===== config.mk =====
export PLATFORM = sky130hd
export DESIGN_NAME = mem_stage_access_flat
export DESIGN_NICKNAME = d
export VERILOG_FILES = /design/src/rtl/mem_stage_access_pkg.sv /design/src/rtl/mem_stage_access_if.sv /design/src/rtl/mem_stage_access_load_align.sv /design/src/rtl/mem_stage_access.sv /design/src/flat_wrapper.sv
export SDC_FILE = /design/constraint.sdc
export NUM_CORES = 1
export LEC_CHECK = 0
export CAP_MARGIN = 0
export CORE_MARGIN = 1
export CORE_UTILIZATION = 50
export CTS_CLUSTER_SIZE = 28
export DETAILED_ROUTE_END_ITERATION = 8
export PLACE_DENSITY = 0.87
export SLEW_MARGIN = 25
export SYNTH_ARGS = -nofsm -noshare
export SYNTH_HDL_FRONTEND = slang
export SYNTH_SLANG_ARGS = --single-unit

===== constraint.sdc =====
create_clock -name clk -period 6.7 [get_ports clk]
set_input_delay 0.67 -clock clk [delete_from_list [all_inputs] [get_ports clk]]
set_output_delay 0.67 -clock clk [all_outputs]
set_load 0.1 [all_outputs]

===== src/rtl/mem_stage_access_pkg.sv =====
// mem_access_pkg: shared encodings for the MEM-stage data-bus access block.
//   - LoadType / StoreType encodings as they arrive from the EX/MEM register
//   - exception codes reported on MEM_ExcCode
//   - FSM state constants for mem_stage_access
//   - byte_en(): access size + low address bits -> little-endian byte enables
package mem_access_pkg;

  // LoadType encodings (5..7 reserved = no load)
  localparam logic [2:0] LT_LW  = 3'd0;
  localparam logic [2:0] LT_LH  = 3'd1;
  localparam logic [2:0] LT_LHU = 3'd2;
  localparam logic [2:0] LT_LB  = 3'd3;
  localparam logic [2:0] LT_LBU = 3'd4;

  // StoreType encodings (3 reserved = no store)
  localparam logic [1:0] ST_SW  = 2'd0;
  localparam logic [1:0] ST_SH  = 2'd1;
  localparam logic [1:0] ST_SB  = 2'd2;
  localparam logic [1:0] ST_RSV = 2'd3;

  // Exception codes
  localparam logic [1:0] EXC_NONE = 2'd0;
  localparam logic [1:0] EXC_ADEL = 2'd2;
  localparam logic [1:0] EXC_ADES = 2'd3;

  // Access sizes used by byte_en()
  localparam logic [1:0] SZ_WORD = 2'd0;
  localparam logic [1:0] SZ_HALF = 2'd1;
  localparam logic [1:0] SZ_BYTE = 2'd2;

  // FSM states
  localparam logic [1:0] S_IDLE = 2'd0;
  localparam logic [1:0] S_WAIT = 2'd1;
  localparam logic [1:0] S_DONE = 2'd2;

  function automatic logic [3:0] byte_en(input logic [1:0] size, input logic [1:0] a);
    logic [3:0] be;
    case (size)
      SZ_WORD: be = 4'b1111;
      SZ_HALF: be = a[1] ? 4'b1100 : 4'b0011;
      SZ_BYTE: be = 4'b0001 << a;
      default: be = 4'b0000;
    endcase
    return be;
  endfunction

endpackage


===== src/rtl/mem_stage_access_if.sv =====
// mem_stage_access_if: SoC data-bus between the MEM stage (master) and memory (slave).
//   req    m->s  request held high for the whole transfer
//   we     m->s  1 = write
//   addr   m->s  word-aligned byte address
//   be     m->s  byte enables, bit0 = lowest byte
//   wdata  m->s  lane-replicated store data
//   ready  s->m  completion; rdata valid in the same cycle
//   rdata  s->m  read data
// Handshake: the master raises req with addr/be/wdata/we stable and keeps all of
// them unchanged until a clock edge where req && ready; that edge completes the
// transfer (read data sampled on it). The master may withdraw req only on timeout.
interface mem_stage_access_if;
  logic        req;
  logic        we;
  logic [31:0] addr;
  logic [3:0]  be;
  logic [31:0] wdata;
  logic        ready;
  logic [31:0] rdata;

  modport master (output req, we, addr, be, wdata, input ready, rdata);
  modport slave  (input req, we, addr, be, wdata, output ready, rdata);
endinterface


===== src/rtl/mem_stage_access_load_align.sv =====
// mem_load_align: combinational load-data alignment and extension.
//   rdata_i      32  raw bus word
//   addr_i       2   low address bits of the load
//   load_type_i  3   LoadType encoding
//   data_o       32  aligned, sign/zero-extended result (0 for reserved types)
module mem_load_align
  import mem_access_pkg::*;
(
  input  logic [31:0] rdata_i,
  input  logic [1:0]  addr_i,
  input  logic [2:0]  load_type_i,
  output logic [31:0] data_o
);

  logic [15:0] half;
  logic [7:0]  byte_sel;

  always_comb begin
    half     = addr_i[1] ? rdata_i[31:16] : rdata_i[15:0];
    byte_sel = rdata_i[8*addr_i +: 8];
    case (load_type_i)
      LT_LW:   data_o = rdata_i;
      LT_LH:   data_o = {{16{half[15]}}, half};
      LT_LHU:  data_o = {16'h0000, half};
      LT_LB:   data_o = {{24{byte_sel[7]}}, byte_sel};
      LT_LBU:  data_o = {24'h000000, byte_sel};
      default: data_o = 32'h0;
    endcase
  end

endmodule


===== src/rtl/mem_stage_access.sv =====
// mem_stage_access: MEM-stage data-bus access with stall, alignment and exceptions.
// Ports:
//   clk, reset (async, active-low)
//   MemRead, MemWrite, ALU_result, Memory_Write_data, StoreType, LoadType,
//   ExcCode, mem_flush                    : EX/MEM register inputs
//   MEM_Stall_req, MEM_Load_data, MEM_ExcCode, MEM_Bus_Err : pipeline results
//   dbus                                  : data-bus master (mem_stage_access_if)
//   dbg_state                             : current FSM state (S_IDLE/S_WAIT/S_DONE)
// A transfer is IDLE -> WAIT (req high until ready or timeout) -> DONE -> IDLE.
module mem_stage_access
  import mem_access_pkg::*;
#(
  parameter int TIMEOUT_CYCLES = 256,
  parameter int CNT_W          = 9
) (
  input  logic        clk,
  input  logic        reset,
  input  logic        MemRead,
  input  logic        MemWrite,
  input  logic [31:0] ALU_result,
  input  logic [31:0] Memory_Write_data,
  input  logic [1:0]  StoreType,
  input  logic [2:0]  LoadType,
  input  logic [1:0]  ExcCode,
  input  logic        mem_flush,
  output logic        MEM_Stall_req,
  output logic [31:0] MEM_Load_data,
  output logic [1:0]  MEM_ExcCode,
  output logic        MEM_Bus_Err,
  mem_stage_access_if.master dbus,
  output logic [1:0]  dbg_state
);

  localparam logic [CNT_W-1:0] TO_LAST =
    CNT_W'((TIMEOUT_CYCLES == 0) ? 0 : TIMEOUT_CYCLES - 1);

  logic [1:0]       state_q, state_d;
  logic [31:0]      addr_q, wdata_q, load_data_q;
  logic [3:0]       be_q;
  logic             we_q, flush_q, err_q;
  logic [2:0]       lt_q;
  logic [CNT_W-1:0] cnt_q;

  // Request decode
  logic        is_store, is_load, store_rsv, load_rsv, store_mis, load_mis, access;
  logic        flush_eff, timeout_hit;
  logic [1:0]  load_size;
  logic [3:0]  be_d;
  logic [31:0] wdata_d, aligned;

  always_comb begin
    // Both MemRead and MemWrite set: the store takes precedence.
    is_store  = MemWrite;
    is_load   = MemRead & ~MemWrite;
    store_rsv = (StoreType == ST_RSV);
    load_rsv  = (LoadType > LT_LBU);
    store_mis = is_store & ~store_rsv &
                (((StoreType == ST_SW) & (ALU_result[1:0] != 2'b00)) |
                 ((StoreType == ST_SH) & ALU_result[0]));
    load_mis  = is_load & ~load_rsv &
                (((LoadType == LT_LW) & (ALU_result[1:0] != 2'b00)) |
                 (((LoadType == LT_LH) | (LoadType == LT_LHU)) & ALU_result[0]));
    access    = ((is_store & ~store_rsv) | (is_load & ~load_rsv)) &
                (ExcCode == EXC_NONE) & ~store_mis & ~load_mis & ~mem_flush;

    case (LoadType)
      LT_LW:         load_size = SZ_WORD;
      LT_LH, LT_LHU: load_size = SZ_HALF;
      default:       load_size = SZ_BYTE;
    endcase
    be_d = is_store ? byte_en(StoreType, ALU_result[1:0])
                    : byte_en(load_size, ALU_result[1:0]);

    case (StoreType)
      ST_SH:   wdata_d = {2{Memory_Write_data[15:0]}};
      ST_SB:   wdata_d = {4{Memory_Write_data[7:0]}};
      default: wdata_d = Memory_Write_data;
    endcase
  end

  mem_load_align u_align (
    .rdata_i     (dbus.rdata),
    .addr_i      (addr_q[1:0]),
    .load_type_i (lt_q),
    .data_o      (aligned)
  );

  // A flush arriving in the same cycle as ready still squashes the result.
  assign flush_eff   = flush_q | mem_flush;
  assign timeout_hit = (TIMEOUT_CYCLES != 0) && (cnt_q == TO_LAST);

  always_comb begin
    state_d = state_q;
    case (state_q)
      S_IDLE:  if (access) state_d = S_WAIT;
      S_WAIT:  if (dbus.ready || timeout_hit) state_d = S_DONE;
      S_DONE:  state_d = S_IDLE;
      default: state_d = S_IDLE;
    endcase
  end

  always_ff @(posedge clk or negedge reset) begin
    if (!reset) begin
      state_q     <= S_IDLE;
      addr_q      <= '0;
      wdata_q     <= '0;
      be_q        <= '0;
      we_q        <= 1'b0;
      lt_q        <= '0;
      cnt_q       <= '0;
      flush_q     <= 1'b0;
      err_q       <= 1'b0;
      load_data_q <= '0;
    end else begin
      state_q <= state_d;
      case (state_q)
        S_IDLE: begin
          if (access) begin
            addr_q  <= ALU_result;
            be_q    <= be_d;
            wdata_q <= wdata_d;
            we_q    <= is_store;
            lt_q    <= LoadType;
            cnt_q   <= '0;
            flush_q <= 1'b0;
          end
        end
        S_WAIT: begin
          if (mem_flush) flush_q <= 1'b1;
          if (dbus.ready) begin
            load_data_q <= (!we_q && !flush_eff) ? aligned : 32'h0;
          end else if (timeout_hit) begin
            load_data_q <= 32'h0;
            err_q       <= ~flush_eff;
          end else begin
            cnt_q <= cnt_q + CNT_W'(1);
          end
        end
        S_DONE: err_q <= 1'b0;
        default: ;
      endcase
    end
  end

  // Bus outputs come only from the latched copies and are quiet outside WAIT.
  logic in_wait;
  assign in_wait    = (state_q == S_WAIT);
  assign dbus.req   = in_wait;
  assign dbus.we    = in_wait & we_q;
  assign dbus.addr  = in_wait ? {addr_q[31:2], 2'b00} : 32'h0;
  assign dbus.be    = in_wait ? be_q : 4'b0000;
  assign dbus.wdata = in_wait ? wdata_q : 32'h0;

  always_comb begin
    MEM_Stall_req = 1'b0;
    MEM_ExcCode   = EXC_NONE;
    case (state_q)
      S_IDLE: begin
        MEM_Stall_req = access;
        if (ExcCode != EXC_NONE) MEM_ExcCode = ExcCode;
        else if (load_mis)       MEM_ExcCode = EXC_ADEL;
        else if (store_mis)      MEM_ExcCode = EXC_ADES;
      end
      S_WAIT:  MEM_Stall_req = 1'b1;
      default: ;
    endcase
  end

  assign MEM_Load_data = load_data_q;
  assign MEM_Bus_Err   = err_q;
  assign dbg_state     = state_q;

endmodule


===== src/flat_wrapper.sv =====
// flat-port wrapper written by rule: the top's interface ports become plain ports
module mem_stage_access_flat import mem_access_pkg::*;
#(
  parameter int TIMEOUT_CYCLES = 256,
  parameter int CNT_W          = 9
)
  (clk, reset, MemRead, MemWrite, ALU_result, Memory_Write_data, StoreType, LoadType, ExcCode, mem_flush, MEM_Stall_req, MEM_Load_data, MEM_ExcCode, MEM_Bus_Err, dbg_state, dbus_req, dbus_we, dbus_addr, dbus_be, dbus_wdata, dbus_ready, dbus_rdata);
  mem_stage_access_if dbus_i ();
  input  logic clk;
  input  logic reset;
  input  logic MemRead;
  input  logic MemWrite;
  input  logic [31:0] ALU_result;
  input  logic [31:0] Memory_Write_data;
  input  logic [1:0] StoreType;
  input  logic [2:0] LoadType;
  input  logic [1:0] ExcCode;
  input  logic mem_flush;
  output logic MEM_Stall_req;
  output logic [31:0] MEM_Load_data;
  output logic [1:0] MEM_ExcCode;
  output logic MEM_Bus_Err;
  output logic [1:0] dbg_state;
  output wire logic [$bits(dbus_i.req)-1:0] dbus_req;
  output wire logic [$bits(dbus_i.we)-1:0] dbus_we;
  output wire logic [$bits(dbus_i.addr)-1:0] dbus_addr;
  output wire logic [$bits(dbus_i.be)-1:0] dbus_be;
  output wire logic [$bits(dbus_i.wdata)-1:0] dbus_wdata;
  input wire logic [$bits(dbus_i.ready)-1:0] dbus_ready;
  input wire logic [$bits(dbus_i.rdata)-1:0] dbus_rdata;
  assign dbus_req = dbus_i.req;
  assign dbus_we = dbus_i.we;
  assign dbus_addr = dbus_i.addr;
  assign dbus_be = dbus_i.be;
  assign dbus_wdata = dbus_i.wdata;
  assign dbus_i.ready = dbus_ready;
  assign dbus_i.rdata = dbus_rdata;
  mem_stage_access #(.TIMEOUT_CYCLES(TIMEOUT_CYCLES), .CNT_W(CNT_W)) u_core (.clk(clk), .reset(reset), .MemRead(MemRead), .MemWrite(MemWrite), .ALU_result(ALU_result), .Memory_Write_data(Memory_Write_data), .StoreType(StoreType), .LoadType(LoadType), .ExcCode(ExcCode), .mem_flush(mem_flush), .MEM_Stall_req(MEM_Stall_req), .MEM_Load_data(MEM_Load_data), .MEM_ExcCode(MEM_ExcCode), .MEM_Bus_Err(MEM_Bus_Err), .dbus(dbus_i), .dbg_state(dbg_state));
endmodule

======== Yosys cells after proc, flatten, opt, wreduce, memory -nomap -nowiden ========
Index checks and enable logic that the tools add are counted.
operators by class
  multiplexer cells ....................... 32
  reductions and logical operators ........ 22
  magnitude comparators ................... 1
  equality and inequality tests ........... 20
  $add $sub $neg .......................... 1
  bitwise logic cells ..................... 26
  shifts and indexed selects .............. 2
operator list
  cell                                                                   count
  32-bit 2-to-1 mux                                                      5
  32-bit case mux with 5 select lines                                    1
  32-bit case mux with 2 select lines                                    1
  32-bit by 6-bit indexed part select with 8-bit output                  1
  9-bit 2-to-1 mux                                                       3
  4-bit case mux with 3 select lines                                     2
  9-bit case mux with 2 select lines                                     1
  16-bit 2-to-1 mux                                                      1
  1-bit AND                                                              14
  2-bit 2-to-1 mux                                                       6
  4-bit 2-to-1 mux                                                       3
  2-bit nonzero test                                                     5
  9-bit by 1-bit adder with 9-bit output, second input constant          1
  3-bit by 2-bit equality test with 1-bit output, second input constant  3
  9-bit by 8-bit equality test with 1-bit output, second input constant  1
  2-bit equality test, second input constant                             4
  2-bit logical NOT                                                      4
  2-bit inequality test, second input constant                           4
  2-bit case mux with 2 select lines                                     2
  1-bit inverter                                                         7
  2-bit by 1-bit equality test with 1-bit output, second input constant  3
  3-bit by 1-bit equality test with 1-bit output, second input constant  2
  3-bit logical NOT                                                      2
  1-bit case mux with 2 select lines                                     3
  other kinds (13)                                                       25
word-level totals
  register bits after elaboration ......... 117
  logic and storage cells ................. 114
  input port bits ......................... 109
  output and inout bits ................... 108

======== Depth between registers and ports, before layout ========
Gate-level depths: netlist of run 1.
  depth in word-level cells ............... 10
  gate-level depth with buffers ........... 12
  mapped depth without buffers ............ 10

======== Modules after synthesis ========
A second synthesis of run 1 with hierarchy kept.
second synthesis, totals
  cell total of the unflattened synthesis .. 615
  area total of the unflattened synthesis .. 6550.0 um2
by module, submodules not included
  module            times used  cells each  sequential area each (um2)  area each (um2)
  mem_stage_access  1           508         2927.8                      5761.8
  mem_load_align    1           107         0.0                         788.3

======== Least setup slack after synthesis of run 1 ========
OpenSTA, ideal clock, no wires.
  path type ............................... reg2out
  start ................................... register u_core.state_q[0], in the netlist u_core.dbg_state[0]
  end ..................................... output dbus_addr[22]
  path slack .............................. 2722 ps
  stages on the path, launching flop included .. 5
  data required time ...................... 6030 ps
  path buffers ............................ 2
  arrival time ............................ 3308 ps
  path through ............................ dfrtp_1 -> nor2b_1 -> clkbuf_1 -> clkbuf_1 -> and2_1
on the way
  longest elaborated chain between the ends .. 2
ends and longest elaborated chain
  element                                         line                     RTL
  start, declared                                 mem_stage_access.sv:37   logic [1:0] state_q, state_d;
  start signal, assigned                          mem_stage_access.sv:115  state_q <= state_d;
  2-bit by 1-bit equality test with 1-bit output  mem_stage_access.sv:147  assign in_wait = (state_q == S_WAIT);
  named net dbus_req                              flat_wrapper.sv:24       output wire logic [$bits(dbus_i.req)-1:0] dbus_req;
  32-bit 2-to-1 mux                               mem_stage_access.sv:150  assign dbus.addr = in_wait ? {addr_q[31:2], 2'b00} : 32'h0;
  end, declared                                   flat_wrapper.sv:26       output wire logic [$bits(dbus_i.addr)-1:0] dbus_addr;
The timed path passes the listed nets, and every way through them passes these cells.

======== Final worst setup path of run 1 ========
  start ................................... input StoreType[0]
  end ..................................... output MEM_Stall_req
on the way
  longest elaborated chain between the ends .. 9
  elaborated cells between the ends (all ways) .. 16
  classes of those cells .................. eq/ne: 2; mux: 1; bitwise: 12; reduce/logical: 1
ends and longest elaborated chain
  element                                      line                                                                    RTL
  start, declared                              flat_wrapper.sv:15                                                      input logic [1:0] StoreType;
  2-bit equality test (tied with other cells)  mem_stage_access.sv:55                                                  store_rsv = (StoreType == ST_RSV);
  1-bit inverter (tied with other cells)       mem_stage_access.sv:57, mem_stage_access.sv:63
  1-bit AND or 1-bit OR (tied branches)        mem_stage_access.sv:57, mem_stage_access.sv:63, mem_stage_access.sv:58
  1-bit OR or 1-bit AND (tied branches)        mem_stage_access.sv:63, mem_stage_access.sv:57
  1-bit AND or 1-bit inverter (tied branches)  mem_stage_access.sv:63, mem_stage_access.sv:64
  1-bit AND * (3 in a row)                     mem_stage_access.sv:64                                                  (ExcCode == EXC_NONE) & ~store_mis & ~load_mis & ~mem_flush;
  1-bit case mux with 2 select lines *         mem_stage_access.sv:157                                                 case (state_q)
  end, declared                                flat_wrapper.sv:19                                                      output logic MEM_Stall_req;
Mark *: on every way between the ends. The rest lies on a longest branch, timed or not.

==> impl_results.md, run 1 <==
* Grt total ovfl at 0
* Placement Setup Slack at about 2400 ps
* Min-delay worst type: input pin to async pin
* Area growth syn-to-layout at 43.9%
* Worst-Margin Slew at ~1000 ps
* CTS buffer count at 17
* Worst VDD drop at 0.179 mV
* PortBufs at 214
* Final Wtd Congestion at ~0.92
* DP HPWL at roughly 12 mm
* Largest net degree at the start of global routing at 65
* CTS tree: done
* Resize count post-CTS at 0
* RSZ-0062 raised after global routing: no
* Fin Hold WS at 298 ps
* Post-route clock period utilization at 63.7%
* Core box area at between 0.01 and 0.015 mm²
* Register area share after synthesis at 46.1%
* Slowest stage delay, CP at ~1100 ps
* Slew Limit Headroom at between 30% and 40%
* All-Layer GR Usage at between 20% and 30%
* Nets at around 900
* Clock sink count at ~120
* Clock Pin Slew Worst Setup and Hold Paths at roughly 50 ps
* Synth Warn # at 0
* Number of I/O pins at ~220
* Synthesized area at about 0.0063 mm²
* Startpoint types: input pin
* Antenna Cells at 0
* Mux contribution to synthesized area at roughly 17%
* Post-CTS Hold Buffers at 0
* H-tree depth at 4
* Filler cells at around 850
* Die width at about 110 µm
* Unique cell type count in the Yosys netlist at 54
* Fin crit period at around 4300 ps
* Synth Area in Compound Gates at about 16%
* CP required at 6030 ps
* Initial Util at 52.0%
* Adder-cell share of the synthesized area at between 1 and 1.5%
* Worst-case clock buffer depth at 2
* Yosys reg bits at between 100 and 150
* CP top delay family: buffers and inverters
* Crit Path Class: input pin to output pin
* Max_cap viols at 0
* First-pass GRT wire length at between 20 and 30 mm
* Worst setup margin at around 2400 ps
* Synth Instances at 588
* Rows at 40
* Vias in the first global route at around 5300
* Power Dens Cells at approximately 330 mW/mm²
* Clk_lat worst skew at between 400 and 500 ps
* Final core area utilization at around three quarters
* Asr flop ratio synth at 100%
* DR vias/cell at around 5.5
* Leakage power at about 4 nW
* PnR Total Power at just over 3 mW
* Worst-path fanout max at 7
* Worst path bufs/invs at 3
* Drt pass-1 iters at 5
* Drt total wl at 17.3 mm
* Status: finished clean
* Die area at 0.0132 mm²
* Initial antenna violation count at 0
* Final setup vio count at 0
* Routed Antenna Nets at 0
* Die Span Y at between 100 and 150 µm
* Detailed Route Iter0 Violations at between 300 and 400
* Main combinational cell family by area after synthesis: multiplexers
* Drt drc at 0
* Avg Synthesized Cell Area at 10.8 µm²
* Cells along the critical path: clkdlybuf4s50_1, ha_1, nand2b_1, a2111oi_4, nand4_1, a21o_1, inv_1, clkdlybuf4s50_1
* Synth Flop Type: dfrtp_1
* Sum Neg Setup Slack at 0 ps
* Xor/xnor cell area share of the yosys netlist at less than 1%
* Share of cells above drive strength 1 at around 15%
* Final Slew Violations at 0
* Clock skew at approximately 6.4 ps
* Top cell by count, worst path: clkdlybuf4s50_1
* EDFF count, synth at 0
* Slowest-stage cell, CP: clkdlybuf4s50_1
* Root buf cell: clkbuf_16
* Via Count at between 5000 and 6000
* CP Data Arrival Time at between 3000 and 4000 ps
* Post-Synth Simple-Gate Area at between 10% and 20%
* Setup Buffers After CTS at 0
* Crit. End Element: output pin
* Mean routed wirelength per cell at between 15 and 20 µm
* Fmax at between 200 and 250 MHz
* Final hold vios at 0
worst register-to-register path, delay by kind of cell (launching register included):
family / cells / cell delay [ps]
and+or+nand+nor: 2 / 820
AOI/OAI and AO/OA: 2 / 820
DFF: 1 / 590
buffers and inverters: 1 / 440
synthesized netlist by cell type, types with 2 or more instances:
master	count	area share [%]
dfrtp_1	117	46
and2_1	69	6.8
o21a_1	3	0.35
o21ai_0	47	3.7
buf_4	2	0.24
buf_2	2	0.16
and3_1	5	0.49
o311ai_0	2	0.28
nor2_1	22	1.3
a221o_1	23	3.6
nand2b_1	3	0.30
ha_1	6	1.2
o31ai_1	4	0.47
a211oi_1	3	0.35
mux2_2	25	4.4
a21oi_1	26	2.0
nand3_1	4	0.32
nand2_1	42	2.5
buf_6	7	1.2
nor3b_1	2	0.24
mux2_4	47	11
a22oi_1	8	0.95
a22o_1	15	2.1
mux2i_1	12	1.9
or2_2	4	0.39
nand4_1	2	0.20
buf_1	4	0.24
o22ai_1	2	0.20
inv_1	25	1.5
a21o_1	2	0.24
or3_1	2	0.20
clkbuf_1	29	1.7
stage by stage:
step	cells	area, µm²
after global routing	964	9140
after detailed placement	932	8520
final	964	9140
after global placement	932	8520
after CTS	964	9140
after floorplan	589	6350
routing by layer:
metal  part of all wire, %  vias to the layer above  global-route usage (%)
met4                   3.3                        0                    13.0
met3                   5.4                       46                    5.61
met2                    50                      206                    44.4
met1                    41                     2580                    33.4
met5                     0                        -                       0
li1                      -                     2479                       -
final timing paths:
kind	slack (ps)	depth (start not counted)	to	from
hold / removal	300	1	u_core.MEM_Load_data[16]	reset
hold reg to reg	490	2	u_core.MEM_Load_data[9]	u_core.MEM_Load_data[9]
setup reg to reg	3970	5	u_core.MEM_Load_data[5]	u_core.dbg_state[0]
min in group clk	490	2	u_core.MEM_Load_data[9]	u_core.MEM_Load_data[9]
setup / recovery	2430	8	MEM_Stall_req	StoreType[0]
max in group asynchronous	5150	2	u_core.addr_q[31]	reset
cells in the final DEF (no fill, tap or decap), drive strengths merged, types with 6 or more instances in the layout:
| cell | netlist | layout |
|---|---|---|
| a22oi | 8 | 8 |
| nand2 | 42 | 42 |
| nor2 | 22 | 22 |
| mux2i | 12 | 12 |
| dfrtp | 117 | 117 |
| and2 | 70 | 70 |
| buf | 15 | 6 |
| inv | 25 | 25 |
| a21oi | 26 | 26 |
| clkbuf | 29 | 22 |
| mux2 | 72 | 72 |
| a221o | 23 | 23 |
| ha | 6 | 6 |
| a22o | 15 | 15 |
| clkdlybuf4s50 | 0 | 213 |
| o21ai | 47 | 47 |
sequential cells by signal, summed over array words and instances (netlist names):
signal                flops
u_core.dbg_state          2
u_core.flush_q            1
u_core.cnt_q              9
u_core.addr_q            32
u_core.lt_q               3
u_core.we_q               1
u_core.MEM_Bus_Err        1
u_core.wdata_q           32
u_core.MEM_Load_data     32
u_core.be_q               4
report_power, final:
part	internal, mW	total, mW	leakage (nW)	switching, mW
combinational	0.403	1.08	2.31	0.675
sequential	0.884	1.02	1.50	0.132
clock	0.638	0.949	0.304	0.310
area by class of cell:
cell class	instances	area (µm²)	area share, %
Multi-Input combinational cell	403	3110	34.1
Tap cell	168	210	2.30
Clock inverter	10	153	1.67
Inverter	25	93.8	1.03
Sequential cell	117	2930	32.0
Clock buffer	22	464	5.08
Timing Repair Buffer	219	2180	23.8
kinds of logic (layout without fill, tap and decap cells):
logic type / Yosys count / count (layout)
mux: 84 / 84
flops: 117 / 117
simple gates: 167 / 167
buf+inv: 69 / 276
xor+xnor: 1 / 1
compound gates: 143 / 143
other cells: 1 / 2
fa+ha+maj: 6 / 6
No activity file was read; power rests on OpenSTA's default activity.
==> run 2, diff against run 1 <==
--- a/config.mk
+++ b/config.mk
@@ -7,10 +7,10 @@
 export LEC_CHECK = 0
 export CAP_MARGIN = 0
 export CORE_MARGIN = 1
-export CORE_UTILIZATION = 50
+export CORE_UTILIZATION = 42
 export CTS_CLUSTER_SIZE = 28
 export DETAILED_ROUTE_END_ITERATION = 8
-export PLACE_DENSITY = 0.87
+export PLACE_DENSITY = 0.78
 export SLEW_MARGIN = 25
 export SYNTH_ARGS = -nofsm -noshare
 export SYNTH_HDL_FRONTEND = slang
==> constraint.sdc (replaced) <==
create_clock -name clk -period 3.6 [get_ports clk]
set_input_delay 0.36 -clock clk [delete_from_list [all_inputs] [get_ports clk]]
set_output_delay 0.36 -clock clk [all_outputs]
set_load 0.1 [all_outputs]
==> run 2 against run 1 <==
Net effect: the run now ends with DRC left; flip-flop and latch count unchanged; sequential power increased by 85%; sequential share of layout area increased by 0.28 points; first-iteration DRC count increased by 24%; worst hold slack got worse by 300 ps; combinational power increased by 85%; clock-buffer cell count decreased by 5; setup slack got worse by 1700 ps.
==> impl_results.md, run 2 (synthesis gave the netlist of run 1 again) <==
* Worst-path fanout max at 19
* Mean routed wirelength per cell at 18.1 µm
* Drt total wl at 17.8 mm
* Setup Buffers After CTS at 0
* Leakage power at around 4.3 nW
* Worst-Margin Slew at approximately 1000 ps
* RSZ-0062 raised after global routing: no
* Drt pass-1 iters at 8
* Seq pwr share at between 30% and 40%
* Status: complete, but fails checks
* Cells along the critical path: ha_1, nand3_1, or2_2, nor2_1, ha_1, or2_2, nand2_1, buf_4, a221o_1
* Final setup vio count at 0
* CP Data Arrival Time at between 3000 and 4000 ps
* Crit. End Element: register
* CP top delay family: simple AND/OR/NAND/NOR gates
* Startpoint types: register
* Drt drc at 26
* Combinational fraction of design power at between 30% and 40%
* Fin crit period at about 2800 ps
* Area growth syn-to-layout at 42.7%
* Internal power at 3.55 mW
* Routed Antenna Nets at 0
* Fin cells at approximately 980
* Grt total ovfl at 0
* Violated checks: DRC
* Slowest stage delay, CP at a little over 400 ps
* Final Wtd Congestion at 0.865
* Largest net degree at the start of global routing at 74
* Core box area at roughly 0.015 mm²
* Crit Path Class: register to register
* H-tree depth at 4
* Most common cell after layout, fill and taps aside: clkdlybuf4s50_1
* Post-route clock period utilization at 78.3%
* Clock skew at around 6.3 ps
* Slew Limit Headroom at 32.5%
* Post-CTS Hold Buffers at 0
* Clock Pin Slew Worst Setup and Hold Paths at about 60 ps
* Initial antenna violation count at 0
* Fmax at approximately 350 MHz
* Nets at 902
* Clk_lat worst skew at ~400 ps
* Clock power frac at 31.5%
* Commonest cells after routing, fill and taps aside: clkdlybuf4s50_1 (142), dfrtp_1 (117), buf_4 (78)
* DP HPWL at roughly 13 mm
* PortBufs at approximately 210
* Register area at roughly 0.003 mm²
* CP required at approximately 3900 ps
* CTS buffer count at 17
* Slowest-stage cell, CP: nand2_1
* Root buf cell: clkbuf_16
* Die area at between 0.015 and 0.02 mm²
* Max_cap viols at 0
* Share of cells above drive strength 1 at between 20 and 25%
* Worst VDD drop at slightly above 0.3 mV
* Sw Share at ~38%
* First-pass GRT wire length at roughly 28 mm
* Clock sink count at around 120
* Die Span Y at around 120 µm
* Psw at between 2 and 2.5 mW
* Min-delay worst type: input pin to async pin
* Filler cells at between 1000 and 1500
* All-Layer GR Usage at approximately 23%
* Antenna Cells at 0
* Vias in the first global route at approximately 5400
* Fin Hold WS at roughly 0.81 ps
* Die width at 125 µm
* Resize count post-CTS at 0
* Initial Util at a little over two fifths
* Multi-input logic area at 0.00311 mm²
* Detailed Route Iter0 Violations at approximately 420
* CTS tree: done
* Worst path bufs/invs at 1
* Final Slew Violations at 0
* Number of I/O pins at between 200 and 250
* Via Count at 5292
* DR vias/cell at 5.38
* Final hold vios at 0
* Sum Neg Setup Slack at 0 ps
* Inst Count DP at between 900 and 1000
* Rows at 44
* Worst-case clock buffer depth at 2
* Power Dens Cells at 628 mW/mm²
==> run 2: worst register-to-register path, stage by stage, from the launching register on <==
cell and delay, ps:
dfrtp_1 390, ha_1 180, nand3_1 110, or2_2 330
nor2_1 140, ha_1 210, or2_2 190, nand2_1 410
buf_4 380, a221o_1 370
==> run 2: cell type report <==
cell class	count	share of cell area, %
repair buffers	223	22.8
clock inverters	15	2.26
well taps	184	2.54
inverters	25	1.04
clock buffers	17	4.69
flip-flops and latches	117	32.3
multi-input cells	403	34.3
==> run 2: final timing paths <==
kind	from	endpoint	slack, ps	cells past startpoint
min	reset	u_core.cnt_q[1]	0.8	1
max	u_core.cnt_q[1]	u_core.MEM_Load_data[27]	780	9
max in group asynchronous	reset	u_core.addr_q[14]	2810	2
min reg2reg	u_core.addr_q[20]	u_core.addr_q[20]	500	1
max reg2reg	u_core.cnt_q[1]	u_core.MEM_Load_data[27]	780	9
min in group clk	u_core.addr_q[20]	u_core.addr_q[20]	500	1
==> run 2: power by group through the flow <==
stage	Sequential, mW	Combinational, mW	Clock, mW
2_1_floorplan	2.33	1.00	0
3_3_place_gp	1.89	1.96	0
3_5_place_dp	1.90	2.00	0
4_1_cts	1.89	2.01	1.82
5_1_grt	1.93	2.11	1.87
6_report	1.89	2.00	1.79
==> run 2: per-layer routing <==
metal / global-route usage, % / routed length [µm]
met1: 29.4 / 7680
met2: 39.0 / 8870
met5: 0 / 0
met3: 3.59 / 755
met4: 9.97 / 478
==> run 2: stage by stage <==
step	power, mW	worst slack, ps	instance area [µm²]	util, %
after floorplan	3.33	409	6350	-
after global placement	3.84	564	8430	57.6
after detailed placement	3.90	448	8430	57.6
after CTS	5.71	790	9060	61.9
after global routing	5.91	606	9060	61.9
final	5.69	781	9060	61.9
==> run 3, diff against run 2 <==
--- a/config.mk
+++ b/config.mk
@@ -7,10 +7,10 @@
 export LEC_CHECK = 0
 export CAP_MARGIN = 0
 export CORE_MARGIN = 1
-export CORE_UTILIZATION = 42
+export CORE_UTILIZATION = 46
 export CTS_CLUSTER_SIZE = 28
 export DETAILED_ROUTE_END_ITERATION = 8
-export PLACE_DENSITY = 0.78
+export PLACE_DENSITY = 0.81
 export SLEW_MARGIN = 25
 export SYNTH_ARGS = -nofsm -noshare
 export SYNTH_HDL_FRONTEND = slang
==> constraint.sdc (replaced) <==
create_clock -name clk -period 2.75 [get_ports clk]
set_input_delay 0.275 -clock clk [delete_from_list [all_inputs] [get_ports clk]]
set_output_delay 0.275 -clock clk [all_outputs]
set_load 0.1 [all_outputs]
==> run 3 against run 2 <==
Net effect: the flow now finishes without violations; first-iteration DRC count fell by 32%; worst hold slack improved by 350 ps; final area rose by 6.4%; critical endpoint is now MEM_Stall_req; largest cell class unchanged.
==> impl_results.md, run 3 (synthesis gave the netlist of run 1 again) <==
* Status: finished clean
* Crit. End Element: output pin
* Sum Neg Setup Slack at 0 ps
* Startpoint types: input pin
* Share of cells above drive strength 1 at 30.8%
* Antenna Cells at 0
* Resize count post-CTS at 0
* Max_cap viols at 0
* H-tree depth at 4
* Area after DPL at around 0.009 mm²
* Drt total wl at about 18 mm
* CTS tree: done
* Clock sink count at roughly 120
* Initial antenna violation count at 0
* RSZ-0062 raised after global routing: no
* Worst-path fanout max at 3
* Reg2reg start: u_core.cnt_q[1]
* Fmax at 388 MHz
* Detailed Route Iter0 Violations at slightly below 300
* Slew Limit Headroom at between 50% and 60%
* Fin crit period at approximately 2600 ps
* Final hold vios at 0
* Crit Path Class: input pin to output pin
* Commonest cells after routing, fill and taps aside: dfrtp_1 (116), clkdlybuf4s50_1 (107), buf_4 (78)
* Final Slew Violations at 0
* Nets at around 910
* Power Dens Cells at between 700 and 800 mW/mm²
* Leakage power at roughly 4.5 nW
* Routed Antenna Nets at 0
* Post-CTS Hold Buffers at 1
* Worst VDD drop at ~0.5 mV
* Largest net degree at the start of global routing at 59
* Die width at roughly 120 µm
* Inst Count DP at 954
* Worst-case clock buffer depth at 2
* Clk_lat worst skew at approximately 420 ps
* DR vias/cell at 5.51
* CP required at between 2000 and 2500 ps
* Min-delay worst type: input pin to async pin
* Final core area utilization at between 70% and 80%
* Clock skew at between 7 and 8 ps
* R2R Setup Slk at roughly 220 ps
* Die Span Y at roughly 120 µm
* Initial Util at 47.6%
* First-pass GRT wire length at roughly 29 mm
* Design area at just under 0.01 mm²
* Post-route clock period utilization at a little over nine tenths
* Clock Pin Slew Worst Setup and Hold Paths at 60 ps
* Root buf cell: clkbuf_16
* Mean routed wirelength per cell at 18.0 µm
* PortBufs at approximately 210
* Fin cells at slightly below 1000
* Rows at 42
* R2r endpoint: u_core.MEM_Load_data[4]
* R2R depth at 11
* DP HPWL at 13.1 mm
* CP Data Arrival Time at 2300 ps
* CTS buffer count at 17
* Drt pass-1 iters at 5
* Via Count at between 5000 and 6000
* PnR Total Power at 7.59 mW
* Final setup vio count at 0
* Most common cell after layout, fill and taps aside: dfrtp_1
* Area growth syn-to-layout at 51.8%
* Final Wtd Congestion at ~0.94
* Setup Buffers After CTS at 0
* Grt total ovfl at 0
* Number of I/O pins at around 220
* Worst-Margin Slew at 696 ps
* Vias in the first global route at 5472
* Core box area at between 0.01 and 0.015 mm²
* All-Layer GR Usage at about a quarter
* Drt drc at 0
* Die area at between 0.01 and 0.015 mm²
==> run 3: worst max-delay path, cell delays in order <==
cell	delay [ps]
clkdlybuf4s50_1	450
ha_1	230
nand2b_1	210
a2111oi_4	310
nand4_1	150
buf_4	170
a21o_1	180
inv_1	130
buf_12	190
==> run 3: area by class of cell <==
| type | count | area [µm²] |
|---|---|---|
| clock buffer | 18 | 439 |
| tap | 176 | 220 |
| sequential | 117 | 2930 |
| fill | 911 | 3710 |
| clock inverter | 14 | 208 |
| inverter | 25 | 93.8 |
| multi-input combinational | 403 | 3120 |
| timing repair buffer | 234 | 2630 |
==> run 3: worst max path at each step <==
| stage | from | end | slack, ps | cells after the start |
|---|---|---|---|---|
| after floorplan | u_core.dbg_state[1] | dbus_addr[22] | 30 | 4 |
| after global placement | StoreType[1] | u_core.addr_q[26] | 100 | 8 |
| after detailed placement | StoreType[1] | u_core.addr_q[24] | 4 | 8 |
| after CTS | StoreType[1] | MEM_Stall_req | 170 | 9 |
| after global routing | StoreType[1] | MEM_Stall_req | 50 | 9 |
| final | StoreType[1] | MEM_Stall_req | 170 | 9 |
==> run 3: per-layer routing <==
metal,share of wire [%],wire length (µm),GRT usage [%]
met1,41,7310,32.6
met2,51,9060,41.9
met3,5.4,968,6.13
met4,2.4,432,11.3
met5,0,0,0
==> run 3: per-stage QoR <==
stage                     hold slack [ps]  worst slack [ps]
after floorplan                     -20.6              26.8
after global placement                246               101
after detailed placement              255              4.38
after CTS                             351               165
after global routing                  376              47.3
final                                 350               175
==> run 3: power breakdown <==
group / internal [mW] / switching (mW) / leakage [nW] / total [mW]
clock: 1.62 / 0.790 / 0.304 / 2.41
combinational: 1.03 / 1.68 / 2.73 / 2.71
sequential: 2.15 / 0.311 / 1.50 / 2.47
==> variant 1, RTL diff (config.mk and constraints of run 3) <==
`CNT_W` is set to 9 in 2 places; all go to 8.
--- a/src/rtl/mem_stage_access.sv
+++ b/src/rtl/mem_stage_access.sv
@@ -11,7 +11,7 @@
   import mem_access_pkg::*;
 #(
   parameter int TIMEOUT_CYCLES = 256,
-  parameter int CNT_W          = 9
+  parameter int CNT_W          = 8
 ) (
   input  logic        clk,
   input  logic        reset,
--- a/src/flat_wrapper.sv
+++ b/src/flat_wrapper.sv
@@ -2,7 +2,7 @@
 module mem_stage_access_flat import mem_access_pkg::*;
 #(
   parameter int TIMEOUT_CYCLES = 256,
-  parameter int CNT_W          = 9
+  parameter int CNT_W          = 8
 )
   (clk, reset, MemRead, MemWrite, ALU_result, Memory_Write_data, StoreType, LoadType, ExcCode, mem_flush, MEM_Stall_req, MEM_Load_data, MEM_ExcCode, MEM_Bus_Err, dbg_state, dbus_req, dbus_we, dbus_addr, dbus_be, dbus_wdata, dbus_ready, dbus_rdata);
   mem_stage_access_if dbus_i ();
Behaviour: same outputs for any inputs over 4 cycles, from zero or initial values and one cycle with reset low; that may be too few to reach the edited logic, so the function may still have changed.
==> variant 1 against run 3 <==
Critical endpoint unchanged; largest power group unchanged; wire length fell by 1.2%; final cell count is 4.9% higher; area after synthesis decreased by 4.1%; cell area down 8.7%; setup slack better by 110 ps; sequential cell count decreased by 1; total power fell by 6.2%; register-to-register slack gained 270 ps.
==> variant 1: results <==
set metrics [dict create \
    pwr-share-clk 0.275 \
    first_global_vias 5419 \
    rrSetupSlack_ps 490 \
    worst_pin_slew_ps 1010 \
    synth.area.top_cells "dfrtp_1 48%, mux2_2 8.9%, o21ai_0 7.2%" \
    startpoint "StoreType[0]" \
    preCtsSetupSlack_ps 237 \
    outcome "finished clean" \
    finalNetCount 965 \
    skew_ps 8.02 \
    timing.rr.start "u_core.cnt_q[0]$_DFFE_PN0P_" \
    synth-adder-area-share 0.0119 \
    vias_per_cell 5.46 \
    crit_fanout 4 \
    p_leak_nw 4.07 \
    vias 5652 \
    seq_area_frac_synth 0.476 \
    post_drt_wl_per_cell_um 17.0 \
    r2r-end "u_core.MEM_Load_data[16]$_DFFE_PN0P_" \
    globalplace.congestion 0.897 \
    p_int_mw 4.22 \
    setup_slack_ps 288 \
    fillers 977 \
    yosysUniqueCellTypes 49 \
    hpwlAfterDp_mm 12.6 \
    synth_cells 646 \
    ff2ff_path_depth 7 \
    slowest_delay_ps 510 \
    synth_compound_area_frac 0.175 \
    pg_seq_mw 2.41 \
    crit_arrival_ps 2190 \
    synth_common_cells "116 x dfrtp_1, 88 x o21ai_0, 79 x nand2_1, 70 x and2_1, 48 x mux2_2" \
    grt.total_usage 0.263 \
    synthMuxAreaShare 0.107 \
    placed_cells 1003 \
    combPwrFrac 0.385 \
    synth_xor_area_frac 0.00144 \
    first_iter_violations 408 \
]
[variant 1: cell types whose count changed in the layout (fill, tap and decap cells not counted), moves of 23 or more]
cell / change
and2_1: -57
mux2_2: +23
and2_2: +58
nand2_1: +37
mux2_4: -47
buf_12: -43
buf_4: +38
o21ai_0: +41
[variant 1: layout make-up]
type,count,share of cell area
flip-flops and latches,116,0.330
repair buffers,229,0.233
multi-input cells,476,0.348
well taps,172,0.0245
clock buffers,27,0.0572
inverters,11,0.00469
clock inverters,4,0.00256
[variant 1: how the worst min path moves through the flow]
stage	from	to	slack [ps]	cells past startpoint
floorplan	reset	u_core.MEM_Bus_Err$_DFFE_PN0P_	-20	0
global placement	reset	u_core.MEM_Load_data[14]$_DFFE_PN0P_	320	1
detailed placement	reset	u_core.MEM_Load_data[10]$_DFFE_PN0P_	330	1
CTS	reset	u_core.MEM_Load_data[10]$_DFFE_PN0P_	440	2
global route	ALU_result[2]	u_core.addr_q[2]$_DFFE_PN0P_	460	2
finish	reset	u_core.MEM_Load_data[10]$_DFFE_PN0P_	420	2
[variant 1: stage by stage]
step	utilization	instance area, um2
2_1_floorplan	-	6180
3_3_place_gp	0.647	8270
4_1_cts	0.689	8800
6_report	0.689	8800
3_5_place_dp	0.647	8270
5_1_grt	0.689	8800
[variant 1: per-layer routing]
layer / up-vias / GRT usage / wire length, um
li1: 2655 / - / -
met5: - / 0 / 0
met1: 2708 / 0.321 / 7320
met4: 0 / 0.0878 / 231
met2: 266 / 0.432 / 8450
met3: 23 / 0.0958 / 1560
[variant 1: logic make-up after synthesis]
group / after synthesis
and+or+nand+nor: 228
AOI/OAI and AO/OA: 180
DFF: 116
muxes: 59
buffers and inverters: 55
adders and majority gates: 6
other: 1
xor gates and xnor gates: 1
==> variant 2, RTL diff (flow settings as in run 3) <==
Without the edit above. Register the output `dbg_state` once more, cleared by the reset; this adds one clock of latency there. The other outputs are not delayed to match.
--- a/src/rtl/mem_stage_access.sv
+++ b/src/rtl/mem_stage_access.sv
@@ -168,7 +168,13 @@
 
   assign MEM_Load_data = load_data_q;
   assign MEM_Bus_Err   = err_q;
-  assign dbg_state     = state_q;
+  always_ff @(posedge clk or negedge reset) begin
+    if (!reset) begin
+      dbg_state <= '0;
+    end else begin
+      dbg_state <= state_q;
+    end
+  end
 
 endmodule
 
Formal check against the unedited RTL: not equivalent (Yosys sat finds a counterexample within 4 cycles, from zero or initial values and one cycle with reset low).
==> variant 2 against run 3 <==
Area after synthesis up 4.1%; first-iteration DRC count up 33%; total power up 7.2%; setup slack better by 91 ps; wire length up 1.8%; hold slack better by 56 ps; sequential cell count up 2; sequential share of layout area up 0.25 points; cell area up 0.84%.
==> variant 2: results <==
set metrics [dict create \
    io_buffers 214 \
    p_leak_nw 4.37 \
    synth_xor_area_frac 0.00132 \
    crit_fanout 5 \
    switchingPower_mw 3.10 \
    numCtsBuffers 17 \
    fillers 965 \
    drive_gt1_frac 0.293 \
    outcome "finished clean" \
    vias 5517 \
    grt_pass1_wl_mm 28.6 \
    synth.area.top_cells "dfrtp_1 45%, mux2_4 11%, and2_1 6.4%" \
    synth-adder-area-share 0.0144 \
    rrSetupSlack_ps 310 \
    startpoint "StoreType[0]" \
    r2r-end "u_core.cnt_q[7]$_DFFE_PN0P_" \
    synth_warnings 0 \
    clk_pin_slew_worst_paths_ps 60 \
    worstSetupEndpoint "MEM_Stall_req" \
    swShare 0.381 \
    post_drt_wl_per_cell_um 18.4 \
    ctsHoldBuffers 1 \
    first_iter_violations 384 \
    vdd_ir_drop_max_uv 520 \
    grt_start_max_net_pins 76 \
    synth_compound_area_frac 0.155 \
    seq_area_frac_synth 0.450 \
    slew_headroom 0.373 \
    ff2ff_path_depth 8 \
    first_global_vias 5608 \
    hpwlAfterDp_mm 13.0 \
    first_pass_iters 6 \
    place_area_um2 9060 \
    skew_ps 8.91 \
    finalNetCount 903 \
    timing.rr.start "u_core.cnt_q[0]$_DFFE_PN0P_" \
    globalplace.congestion 0.851 \
    slowest_delay_ps 510 \
    synth_common_cells "119 x dfrtp_1, 68 x and2_1, 50 x mux2_4, 33 x nand2_1, 28 x o21ai_0" \
    synthMuxAreaShare 0.170 \
    grt.total_usage 0.253 \
    combPwrFrac 0.378 \
]
variant 2: layout make-up:
type	instances	area, um2	area share
Clock inverter	11	170	0.0175
Clock buffer	21	480	0.0494
Tap cell	180	225	0.0232
Multi-Input combinational cell	398	3240	0.333
Sequential cell	119	2980	0.306
Timing Repair Buffer	226	2530	0.260
Inverter	26	97.6	0.0100
variant 2: through the flow:
stage	TNS, ps	std cells	utilization	worst slack [ps]	hold slack, ps
5_1_grt	0	981	0.698	122	468
3_3_place_gp	0	948	0.650	255	308
3_5_place_dp	0	948	0.650	163	319
4_1_cts	0	981	0.698	261	420
6_report	0	981	0.698	266	406
2_1_floorplan	-286	586	-	-136	-20.6
variant 2: per-layer routing:
layer / vias to the layer above / GRT usage / part of all wire
li1: 2508 / - / -
met1: 2694 / 0.320 / 0.41
met2: 274 / 0.405 / 0.48
met3: 41 / 0.0552 / 0.073
met4: 0 / 0.127 / 0.030
met5: - / 0 / 0
